$ cat src/rtl/mem_pkg.sv
// Shared definitions for the MEM stage: op encodings, exception codes,
// FSM state type and the byte-lane / alignment helpers.
package mem_pkg;

  localparam logic [3:0] OP_NONE = 4'd0;
  localparam logic [3:0] OP_LW   = 4'd1;
  localparam logic [3:0] OP_LH   = 4'd2;
  localparam logic [3:0] OP_LHU  = 4'd3;
  localparam logic [3:0] OP_LB   = 4'd4;
  localparam logic [3:0] OP_LBU  = 4'd5;
  localparam logic [3:0] OP_SW   = 4'd6;
  localparam logic [3:0] OP_SH   = 4'd7;
  localparam logic [3:0] OP_SB   = 4'd8;

  localparam logic [1:0] EXC_NONE = 2'b00;
  localparam logic [1:0] EXC_ADEL = 2'b01;
  localparam logic [1:0] EXC_ADES = 2'b10;

  typedef enum logic [0:0] {
    ST_IDLE = 1'b0,
    ST_BUSY = 1'b1
  } state_e;

  function automatic logic is_load_op(input logic [3:0] op);
    return (op == OP_LW) || (op == OP_LH) || (op == OP_LHU) ||
           (op == OP_LB) || (op == OP_LBU);
  endfunction

  function automatic logic is_store_op(input logic [3:0] op);
    return (op == OP_SW) || (op == OP_SH) || (op == OP_SB);
  endfunction

  function automatic logic is_mem_op(input logic [3:0] op);
    return is_load_op(op) || is_store_op(op);
  endfunction

  // Byte enables for an access of the op's size starting at byte lane 'lane'
  // (up to 8 lanes; narrower buses use the low bits).
  function automatic logic [7:0] lane_mask(input logic [3:0] op, input logic [2:0] lane);
    logic [7:0] base;
    case (op)
      OP_LW, OP_SW:         base = 8'h0F;
      OP_LH, OP_LHU, OP_SH: base = 8'h03;
      OP_LB, OP_LBU, OP_SB: base = 8'h01;
      default:              base = 8'h00;
    endcase
    return base << lane;
  endfunction

  // Words must be 4-byte aligned, halves 2-byte aligned; bytes never fault.
  function automatic logic is_misaligned(input logic [3:0] op, input logic [1:0] addr_lo);
    logic mis;
    case (op)
      OP_LW, OP_SW:         mis = (addr_lo != 2'b00);
      OP_LH, OP_LHU, OP_SH: mis = addr_lo[0];
      default:              mis = 1'b0;
    endcase
    return mis;
  endfunction

endpackage

$ cat src/rtl/mem_load_ext.sv
// Load data path: picks the addressed bytes out of the memory bus word and
// sign- or zero-extends them to 32 bits.
module mem_load_ext
  import mem_pkg::*;
#(
  parameter int DATA_W = 32,
  parameter int LANE_W = $clog2(DATA_W / 8)
) (
  input  logic [3:0]        op,
  input  logic [LANE_W-1:0] lane,
  input  logic [DATA_W-1:0] rdata,
  output logic [31:0]       ext_val
);

  logic [DATA_W-1:0] shifted_s;

  // Align the addressed byte to bit 0, then extend according to the op.
  always_comb begin
    shifted_s = rdata >> {lane, 3'b000};
    case (op)
      OP_LW:   ext_val = shifted_s[31:0];
      OP_LH:   ext_val = {{16{shifted_s[15]}}, shifted_s[15:0]};
      OP_LHU:  ext_val = {16'h0000, shifted_s[15:0]};
      OP_LB:   ext_val = {{24{shifted_s[7]}}, shifted_s[7:0]};
      OP_LBU:  ext_val = {24'h000000, shifted_s[7:0]};
      default: ext_val = 32'h0000_0000;
    endcase
  end

endmodule

$ cat src/rtl/mem_stage_hs.sv
// MEM pipeline stage with a req/ack handshake to variable-latency data
// memory. Holds the pipeline with 'stall' while an access is outstanding,
// flags misaligned accesses and registers the MEM/WB result.
module mem_stage_hs
  import mem_pkg::*;
#(
  parameter int DATA_W  = 32,
  parameter int ADDR_W  = 32,
  parameter int NUM_FWD = 4,
  parameter int REG_W   = 5,
  parameter int SEL_W   = (NUM_FWD > 1) ? $clog2(NUM_FWD) : 1
) (
  input  logic                  clk,
  input  logic                  reset,
  input  logic                  in_valid,
  input  logic [3:0]            in_op,
  input  logic [ADDR_W-1:0]     in_alu,
  input  logic [NUM_FWD*32-1:0] in_fwd_data,
  input  logic [SEL_W-1:0]      in_fwd_sel,
  input  logic [REG_W-1:0]      in_a3,
  input  logic [31:0]           in_pc,
  output logic                  stall,
  output logic                  dm_req,
  output logic                  dm_we,
  output logic [ADDR_W-1:0]     dm_addr,
  output logic [DATA_W/8-1:0]   dm_be,
  output logic [DATA_W-1:0]     dm_wdata,
  input  logic                  dm_ack,
  input  logic [DATA_W-1:0]     dm_rdata,
  output logic                  out_valid,
  output logic [31:0]           out_result,
  output logic [REG_W-1:0]      out_a3,
  output logic [31:0]           out_pc,
  output logic [1:0]            out_exc
);

  localparam int NB     = DATA_W / 8;
  localparam int LANE_W = $clog2(NB);

  state_e             state_q, state_d;
  logic               out_valid_q, out_valid_d;
  logic [31:0]        out_result_q, out_result_d;
  logic [REG_W-1:0]   out_a3_q, out_a3_d;
  logic [31:0]        out_pc_q, out_pc_d;
  logic [1:0]         out_exc_q, out_exc_d;

  logic [LANE_W-1:0]  lane_s;
  logic               mis_s;
  logic               go_s;
  logic [7:0]         be_full_s;
  logic [31:0]        st_word_s;
  logic [31:0]        load_val_s;
  logic [31:0]        fwd_slot_s [NUM_FWD];

  for (genvar g = 0; g < NUM_FWD; g++) begin : g_fwd
    assign fwd_slot_s[g] = in_fwd_data[32*g +: 32];
  end

  mem_load_ext #(
    .DATA_W (DATA_W),
    .LANE_W (LANE_W)
  ) u_load_ext (
    .op      (in_op),
    .lane    (lane_s),
    .rdata   (dm_rdata),
    .ext_val (load_val_s)
  );

  // Decode the incoming instruction: lane, alignment and whether to start an access.
  always_comb begin
    lane_s    = in_alu[LANE_W-1:0];
    mis_s     = is_misaligned(in_op, in_alu[1:0]);
    go_s      = in_valid & is_mem_op(in_op) & ~mis_s;
    be_full_s = lane_mask(in_op, 3'(lane_s));
    st_word_s = fwd_slot_s[in_fwd_sel];
  end

  // Memory bus: request held through BUSY; reset drops it so an abandoned access stays abandoned.
  always_comb begin
    dm_req  = ~reset & ((state_q == ST_BUSY) | go_s);
    dm_we   = dm_req & is_store_op(in_op);
    dm_addr = {in_alu[ADDR_W-1:LANE_W], {LANE_W{1'b0}}};
    stall   = dm_req & ~dm_ack;
    if (dm_req) begin
      dm_be = be_full_s[NB-1:0];
    end else begin
      dm_be = {NB{1'b0}};
    end
    case (in_op)
      OP_SW:   dm_wdata = {(DATA_W/32){st_word_s}};
      OP_SH:   dm_wdata = {(NB/2){st_word_s[15:0]}};
      OP_SB:   dm_wdata = {NB{st_word_s[7:0]}};
      default: dm_wdata = {DATA_W{1'b0}};
    endcase
  end

  // Handshake FSM next state: wait in BUSY until the memory acknowledges.
  always_comb begin
    state_d = state_q;
    case (state_q)
      ST_IDLE: begin
        if (go_s && !dm_ack) begin
          state_d = ST_BUSY;
        end else begin
          state_d = ST_IDLE;
        end
      end
      ST_BUSY: begin
        if (dm_ack) begin
          state_d = ST_IDLE;
        end else begin
          state_d = ST_BUSY;
        end
      end
      default: state_d = ST_IDLE;
    endcase
  end

  // MEM/WB next value: bubble when idle or stalled, otherwise the completed instruction.
  always_comb begin
    out_valid_d  = 1'b0;
    out_result_d = out_result_q;
    out_a3_d     = {REG_W{1'b0}};
    out_pc_d     = out_pc_q;
    out_exc_d    = out_exc_q;
    if (in_valid && !stall) begin
      out_valid_d  = 1'b1;
      out_pc_d     = in_pc;
      out_result_d = 32'(in_alu);
      out_exc_d    = EXC_NONE;
      if (mis_s) begin
        out_exc_d = is_store_op(in_op) ? EXC_ADES : EXC_ADEL;
      end else if (is_load_op(in_op)) begin
        out_result_d = load_val_s;
        out_a3_d     = in_a3;
      end else if (is_store_op(in_op)) begin
        out_a3_d = {REG_W{1'b0}};
      end else begin
        out_a3_d = in_a3;
      end
    end else begin
      out_valid_d = 1'b0;
    end
  end

  // State and MEM/WB registers with synchronous reset.
  always_ff @(posedge clk) begin
    if (reset) begin
      state_q      <= ST_IDLE;
      out_valid_q  <= 1'b0;
      out_result_q <= 32'h0000_0000;
      out_a3_q     <= {REG_W{1'b0}};
      out_pc_q     <= 32'h0000_0000;
      out_exc_q    <= EXC_NONE;
    end else begin
      state_q      <= state_d;
      out_valid_q  <= out_valid_d;
      out_result_q <= out_result_d;
      out_a3_q     <= out_a3_d;
      out_pc_q     <= out_pc_d;
      out_exc_q    <= out_exc_d;
    end
  end

  assign out_valid  = out_valid_q;
  assign out_result = out_result_q;
  assign out_a3     = out_a3_q;
  assign out_pc     = out_pc_q;
  assign out_exc    = out_exc_q;

endmodule
$ cat config.mk
export PLATFORM = sky130hd
export DESIGN_NAME = mem_stage_hs
export DESIGN_NICKNAME = d
export VERILOG_FILES = /design/src/rtl/mem_pkg.sv /design/src/rtl/mem_load_ext.sv /design/src/rtl/mem_stage_hs.sv
export SDC_FILE = /design/constraint.sdc
export NUM_CORES = 1
export LEC_CHECK = 0
export CAP_MARGIN = 20
export CORE_AREA = 2 2 149 151
export CTS_CLUSTER_DIAMETER = 60
export DETAILED_ROUTE_END_ITERATION = 8
export DIE_AREA = 0 0 151 153
export GPL_ROUTABILITY_DRIVEN = 1
export HOLD_SLACK_MARGIN = 0.03
export MAX_ROUTING_LAYER = met4
export PLACE_DENSITY = 0.65
export SYNTH_ARGS = -nofsm -noshare
export SYNTH_HDL_FRONTEND = slang
export SYNTH_SLANG_ARGS = --single-unit
$ cat constraint.sdc
create_clock -name clk -period 7.65 [get_ports clk]
set_clock_uncertainty 0.1 [all_clocks]
set_input_delay 2.295 -clock clk [delete_from_list [all_inputs] [get_ports clk]]
set_output_delay 2.295 -clock clk [all_outputs]
set_load 0.02 [all_outputs]
==> impl_results.md, run 1 <==
* Status: complete, no violations
* Area share of the largest cell type after synthesis at 26.7%
* Core ar. at 21,500 µm²
* Setup TNS at 0 ns
* Initial drt markers at 220
* Synthesized flop and latch total at 73
* Die ar. at 23,100 µm²
* Post-layout min period at 7.18 ns
* Layout cells sized above 1 at 11.7%
* Hold Buf Count CTS at 0
* Storage element area at 1460 µm²
* Area of the multi-input gates at 3460 µm²
* Die X at 151 µm
* Top delay family on crit path: simple AND/OR/NAND/NOR gates
* Starting Density at 25.4%
* Number of fill cells in the layout at 2,132
* Clk buf depth at 2
* Fin. max-slew vios at 0
* Post-Layout Cell Count at 1,228
* DP Cell Count at 1,209
* Power Total at 1.42 mW
* Pre-CTS setup slack at 0.475 ns
* Fraction of registers with async set/reset at 0%
* P per Cell Area at 149 nW/µm²
* Vias in the first global route at 6,249
* CTS tree: built
* Clock Latency Late Sink at 0.34 ns
* Total wire length at 26,100 µm
* Critical path arrival at 4.78 ns
* DP HPWL at 20,000 µm
* Area leader, netlist: dfxtp_1
* Rows at 54
* Cell area after layout at 9540 µm²
* Post-Syn Area at 5470 µm²
* Peak per-stage delay on the critical path at 0.75 ns
* Detail Route Antenna Nets at 0
* Via count at 6,261
* Post-cts sizing count at 0
* Final Hold Fails at 0
* Initial antenna violation count at 2
* Final Util at 44.4%
* Worst hold path class: flip-flop to flip-flop
* GP Congestion at 0.915
* Worst Max-Slew Pin Slew at 0.992 ns
* Top_reg_cell synth: dfxtp_1
* Crit share post-route at 93.8%
* First-pass GRT wire length at 37,400 µm
* Area delta synth->final at 74.5%
* Register area share after synthesis at 26.7%
* Clock Tree Root: clkbuf_16
* Total GRT Usage at 22.4%
* CP bufs+invs at 2
* Nets at 1,180
* Worst EP required at 5.26 ns
* Post-DP Area at 9200 µm²
* Final Worst Setup Slack at 0.472 ns
* Fmax at 139 MHz
* Crit path cell chain: clkdlybuf4s50_1 > nor2b_1 > and2_1 > nor2_1 > nor2b_1 > clkdlybuf4s50_1
* Die height at 153 µm
* Top cells by area, synth: dfxtp_1 27%, mux4_2 14%, mux2i_1 6.8%, a21oi_1 6.4%, o21ai_0 5.8%
* Final hold slack at 0.361 ns
* CP startpoint kind: primary input
* Worst path slowest cell: nor2_1
* Synth unique cells at 62
* Critical path class: primary input to output port
* Num ports at 382
* Mapped Cells at 629
* Largest net degree at the start of global routing at 63
* Nature of the critical path endpoint: output port
* Max Cap Viol at 0
* RSZ-0062 raised after global routing: false
* Routed WL per cell at 21.3 µm
* Cts bufs inserted at 9
* Post-CTS Setup Bufs at 0
* Total gr overflow at 0
* Remaining DRCs at 0
* Port Buffer Count at 379
* Max_slew headroom at 33.6%
* Peak supply drop at 0.0918 mV
* Setup violations, final at 0
* Number of detailed-route iterations in the first pass at 6
* DR vias/cell at 5.10
* Post-synth EDFFs at 0
* Total of warnings raised by yosys at 0
* H-tree Lvls at 3
* Lkg Pwr at 3.37 nW
* Clock transition at path regs at 0.06 ns
* Sink Count at 73
* Max FO, Critical Path at 11
* Mean Syn Cell Area at 8.69 µm²
[sequential cells by signal, indices dropped and copies added, names as in the netlist]
| register | flops |
|---|---|
| out_valid | 1 |
| out_exc | 2 |
| out_a3 | 5 |
| state_q | 1 |
| out_pc | 32 |
| out_result | 32 |
[path summary, 6_finish.rpt]
check,start,end,slack (ns),cells past startpoint
hold reg to reg,out_result[17],out_result[17],0.36,2
hold / removal,out_result[17],out_result[17],0.36,2
setup / recovery,in_op[2],dm_wdata[2],0.47,6
setup reg to reg,state_q,out_result[28],5.35,6
[final cells by class]
class | count | share of cell area [%]
repair buffers | 397 | 41.2
multi-input cells | 455 | 36.2
flip-flops and latches | 73 | 15.3
well taps | 280 | 3.67
clock buffers | 13 | 2.83
clock inverters | 3 | 0.485
inverters | 5 | 0.197
diodes | 2 | 0.0525
[logic make-up after synthesis]
| family | after synthesis | synth area share, % |
|---|---|---|
| xor+xnor | 1 | 0.160 |
| simple gates | 174 | 18.0 |
| mux | 71 | 20.6 |
| other cells | 1 | 0.0686 |
| compound gates | 207 | 24.0 |
| flops | 73 | 26.7 |
| buf+inv | 102 | 10.5 |
[synth_stat cells, drive strengths merged (2+ instances only)]
cell     number
nor3         11
a211oi       12
a2bb2oi       6
o21ai        66
nand4         8
o31ai         8
nor4          2
and2          6
nor2b        23
nor4b         4
nor2         19
clkbuf       37
nand3b        5
nor3b         2
a21oi        71
nand2        31
nand3        51
o21a          6
o22a          2
o211ai       10
mux2i        37
buf          60
inv           4
dfxtp        73
o221ai       16
mux4         33
or2           8
[power by group]
| group | leakage, nW | switching, mW | internal (mW) |
|---|---|---|---|
| sequential | 0.603 | 0.0149 | 0.411 |
| combinational | 2.62 | 0.255 | 0.280 |
| clock | 0.152 | 0.174 | 0.281 |
| total | 3.37 | 0.445 | 0.972 |
[metal layers]
metal | vias up | routed length [µm] | global-route usage, %
met4 | 0 | 765 | 7.79
met3 | 41 | 2310 | 6.18
met5 | - | 0 | -
li1 | 2965 | - | -
met2 | 305 | 13300 | 39.5
met1 | 2950 | 9770 | 23.9
[worst register-to-register path, cell delays in order, from the launching register on]
cell	delay, ns
dfxtp_1	0.33
nand2b_1	0.15
nor4_2	0.41
o21a_2	0.54
buf_12	0.26
nor2_2	0.15
o31ai_1	0.28
[layout by cell type (no fill, tap or decap), drive strengths merged, types with 10 or more instances in the layout]
| cell | synthesis | final |
|---|---|---|
| mux4 | 33 | 33 |
| nand3 | 51 | 51 |
| o221ai | 16 | 16 |
| nand2 | 31 | 31 |
| mux2i | 37 | 37 |
| o211ai | 10 | 10 |
| nor2 | 19 | 19 |
| buf | 60 | 23 |
| a21oi | 71 | 71 |
| a211oi | 12 | 12 |
| clkbuf | 37 | 13 |
| nor3 | 11 | 11 |
| o21ai | 66 | 66 |
| dfxtp | 73 | 73 |
| clkdlybuf4s50 | 0 | 374 |
| nor2b | 23 | 23 |
(Power assumes the default switching activity.)
==> run 2: changes to the inputs <==
--- a/config.mk
+++ b/config.mk
@@ -12,7 +12,6 @@
 export DIE_AREA = 0 0 151 153
 export GPL_ROUTABILITY_DRIVEN = 1
 export HOLD_SLACK_MARGIN = 0.03
-export MAX_ROUTING_LAYER = met4
 export PLACE_DENSITY = 0.65
 export SYNTH_ARGS = -nofsm -noshare
 export SYNTH_HDL_FRONTEND = slang
==> impl_results.md, run 2 (synthesis results as in run 1) <==
* Clk buf depth at 2 (unchanged)
* Layout cells sized above 1 at 11.8% (was 11.7%)
* Storage element area at 1460 µm² (unchanged)
* RSZ-0062 raised after global routing: false (unchanged)
* Routed WL per cell at 21.2 µm (was 21.3 µm)
* Total wire length at 26,100 µm (about the same)
* CP bufs+invs at 2 (unchanged)
* Die X at 151 µm (unchanged)
* Clock transition at path regs at 0.06 ns (about the same)
* Area delta synth->final at 74.8% (was 74.5%)
* H-tree Lvls at 3 (unchanged)
* P per Cell Area at 150 nW/µm² (was 149 nW/µm²)
* Critical path class: primary input to output port (unchanged)
* First-pass GRT wire length at 37,700 µm (was 37,400 µm)
* Setup TNS at 0 ns (unchanged)
* Post-layout min period at 7.18 ns (about the same)
* Vias in the first global route at 6,194 (was 6,249)
* Die ar. at 23,100 µm² (unchanged)
* Port Buffer Count at 379 (unchanged)
* Area of the multi-input gates at 3460 µm² (unchanged)
* Fin. max-slew vios at 0 (unchanged)
* Cts bufs inserted at 9 (unchanged)
* Nets at 1,180 (unchanged)
* Post-Layout Cell Count at 1,231 (was 1,228)
* Via count at 6,216 (was 6,261)
* CTS tree: built (unchanged)
* Cell area after layout at 9550 µm² (was 9540 µm²)
* Post-cts sizing count at 0 (unchanged)
* Total gr overflow at 0 (unchanged)
* Most frequent cells in the layout: 374 x clkdlybuf4s50_1, 73 x dfxtp_1, 70 x a21oi_1 (unchanged)
* Initial antenna violation count at 5 (was 2)
* CP startpoint kind: primary input (unchanged)
* Core ar. at 21,500 µm² (unchanged)
* Crit share post-route at 93.8% (about the same)
* Max FO, Critical Path at 11 (unchanged)
* DR vias/cell at 5.05 (was 5.10)
* Most common cell after layout, fill and taps aside: clkdlybuf4s50_1 (unchanged)
* Number of detailed-route iterations in the first pass at 5 (was 6)
* Max Cap Viol at 0 (unchanged)
* Worst path slowest cell: nor2_1 (unchanged)
* Initial drt markers at 318 (was 220)
* Status: complete, no violations (unchanged)
* Post-DP Area at 9200 µm² (unchanged)
* Largest net degree at the start of global routing at 63 (unchanged)
* Detail Route Antenna Nets at 0 (unchanged)
* Sink Count at 73 (unchanged)
* Critical path arrival at 4.78 ns (about the same)
* Final Hold Fails at 0 (unchanged)
* Nature of the critical path endpoint: output port (unchanged)
* Worst EP required at 5.26 ns (about the same)
* Clock Tree Root: clkbuf_16 (unchanged)
* Number of fill cells in the layout at 2,099 (was 2,132)
* Top delay family on crit path: simple AND/OR/NAND/NOR gates (unchanged)
* Fmax at 139 MHz (about the same)
* Max_slew headroom at 30.2% (was 33.6%)
* Total GRT Usage at 21.8% (was 22.4%)
* Worst Max-Slew Pin Slew at 1.05 ns (was 0.992 ns)
* DP HPWL at 20,200 µm (was 20,000 µm)
* Crit path cell chain: clkdlybuf4s50_1 > nor2b_1 > and2_1 > nor2_1 > nor2b_1 > clkdlybuf4s50_1 (unchanged)
* Worst hold path class: flip-flop to flip-flop (unchanged)
* Starting Density at 25.4% (unchanged)
* Hold Buf Count CTS at 0 (unchanged)
* Rows at 54 (unchanged)
* GP Congestion at 0.924 (was 0.915)
* Setup violations, final at 0 (unchanged)
* Post-CTS Setup Bufs at 0 (unchanged)
* Peak per-stage delay on the critical path at 0.74 ns (was 0.75 ns)
* Lkg Pwr at 3.38 nW (was 3.37 nW)
* Num ports at 382 (unchanged)
* Clock Latency Late Sink at 0.34 ns (about the same)
* DP Cell Count at 1,209 (unchanged)
* Die height at 153 µm (unchanged)
* Remaining DRCs at 0 (unchanged)
* Peak supply drop at 0.0819 mV (was 0.0918 mV)
run 2: cell types whose count changed in the layout (fill, tap and decap cells not counted):
| cell | change |
|---|---|
| clkinv_2 | +2 |
| clkbuf_1 | -1 |
| clkbuf_8 | -2 |
| bufinv_16 | +1 |
| clkinvlp_4 | -1 |
| inv_6 | +1 |
| diode_2 | +3 |
run 2: final cells by class:
cell class / instances / area share (%)
clock inverter: 6 / 0.917
sequential: 73 / 15.3
tap: 280 / 3.67
timing repair buffer: 397 / 41.1
multi-input combinational: 455 / 36.2
antenna: 5 / 0.131
inverter: 5 / 0.196
clock buffer: 10 / 2.50
run 2: worst register-to-register path: stages, from the launching register on:
cell and delay (ns):
dfxtp_1 0.34, nand2b_1 0.16, nor4_2 0.40, o21a_2 0.32, buf_12 0.26, nor2_2 0.20, o31ai_1 0.26
run 2: worst paths after layout:
path | startpoint | endpoint | slack, ns | cells past startpoint
min | out_result[16] | out_result[16] | 0.36 | 2
min reg2reg | out_result[16] | out_result[16] | 0.36 | 2
max | in_op[2] | dm_wdata[2] | 0.47 | 6
max reg2reg | state_q | out_result[26] | 5.53 | 6
run 2: layer usage:
layer  up-vias  global-route usage, %  share of wire, %
met4         0                   8.10               2.7
li1       2964                      -                 -
met2       284                   39.0                52
met5         -                      0                 0
met1      2934                   23.9                37
met3        34                   6.78               8.8
run 2: where the power goes:
part	switching, mW	internal [mW]	total (mW)	leakage (nW)
logic	0.256	0.281	0.537	2.62
clock network	0.176	0.296	0.472	0.163
registers	0.0145	0.411	0.425	0.603
run 2: through the flow:
step / worst slack (ns) / hold WS (ns) / power, mW / util (%)
after floorplan: 1.38 / 0.440 / 0.700 / -
after global routing: 0.353 / 0.378 / 1.50 / 44.5
final: 0.471 / 0.362 / 1.43 / 44.5
after detailed placement: 0.453 / 0.355 / 0.972 / 42.8
after CTS: 0.442 / 0.363 / 1.45 / 44.3
after global placement: 0.522 / 0.349 / 0.969 / 42.8
==> run 3: changes to the inputs <==
--- a/config.mk
+++ b/config.mk
@@ -13,6 +13,7 @@
 export GPL_ROUTABILITY_DRIVEN = 1
 export HOLD_SLACK_MARGIN = 0.03
 export PLACE_DENSITY = 0.65
+export SETUP_SLACK_MARGIN = 0.3
 export SYNTH_ARGS = -nofsm -noshare
 export SYNTH_HDL_FRONTEND = slang
 export SYNTH_SLANG_ARGS = --single-unit
==> results of run 3 <==
The final DEF is identical to that of run 2; final timing and power are the same.
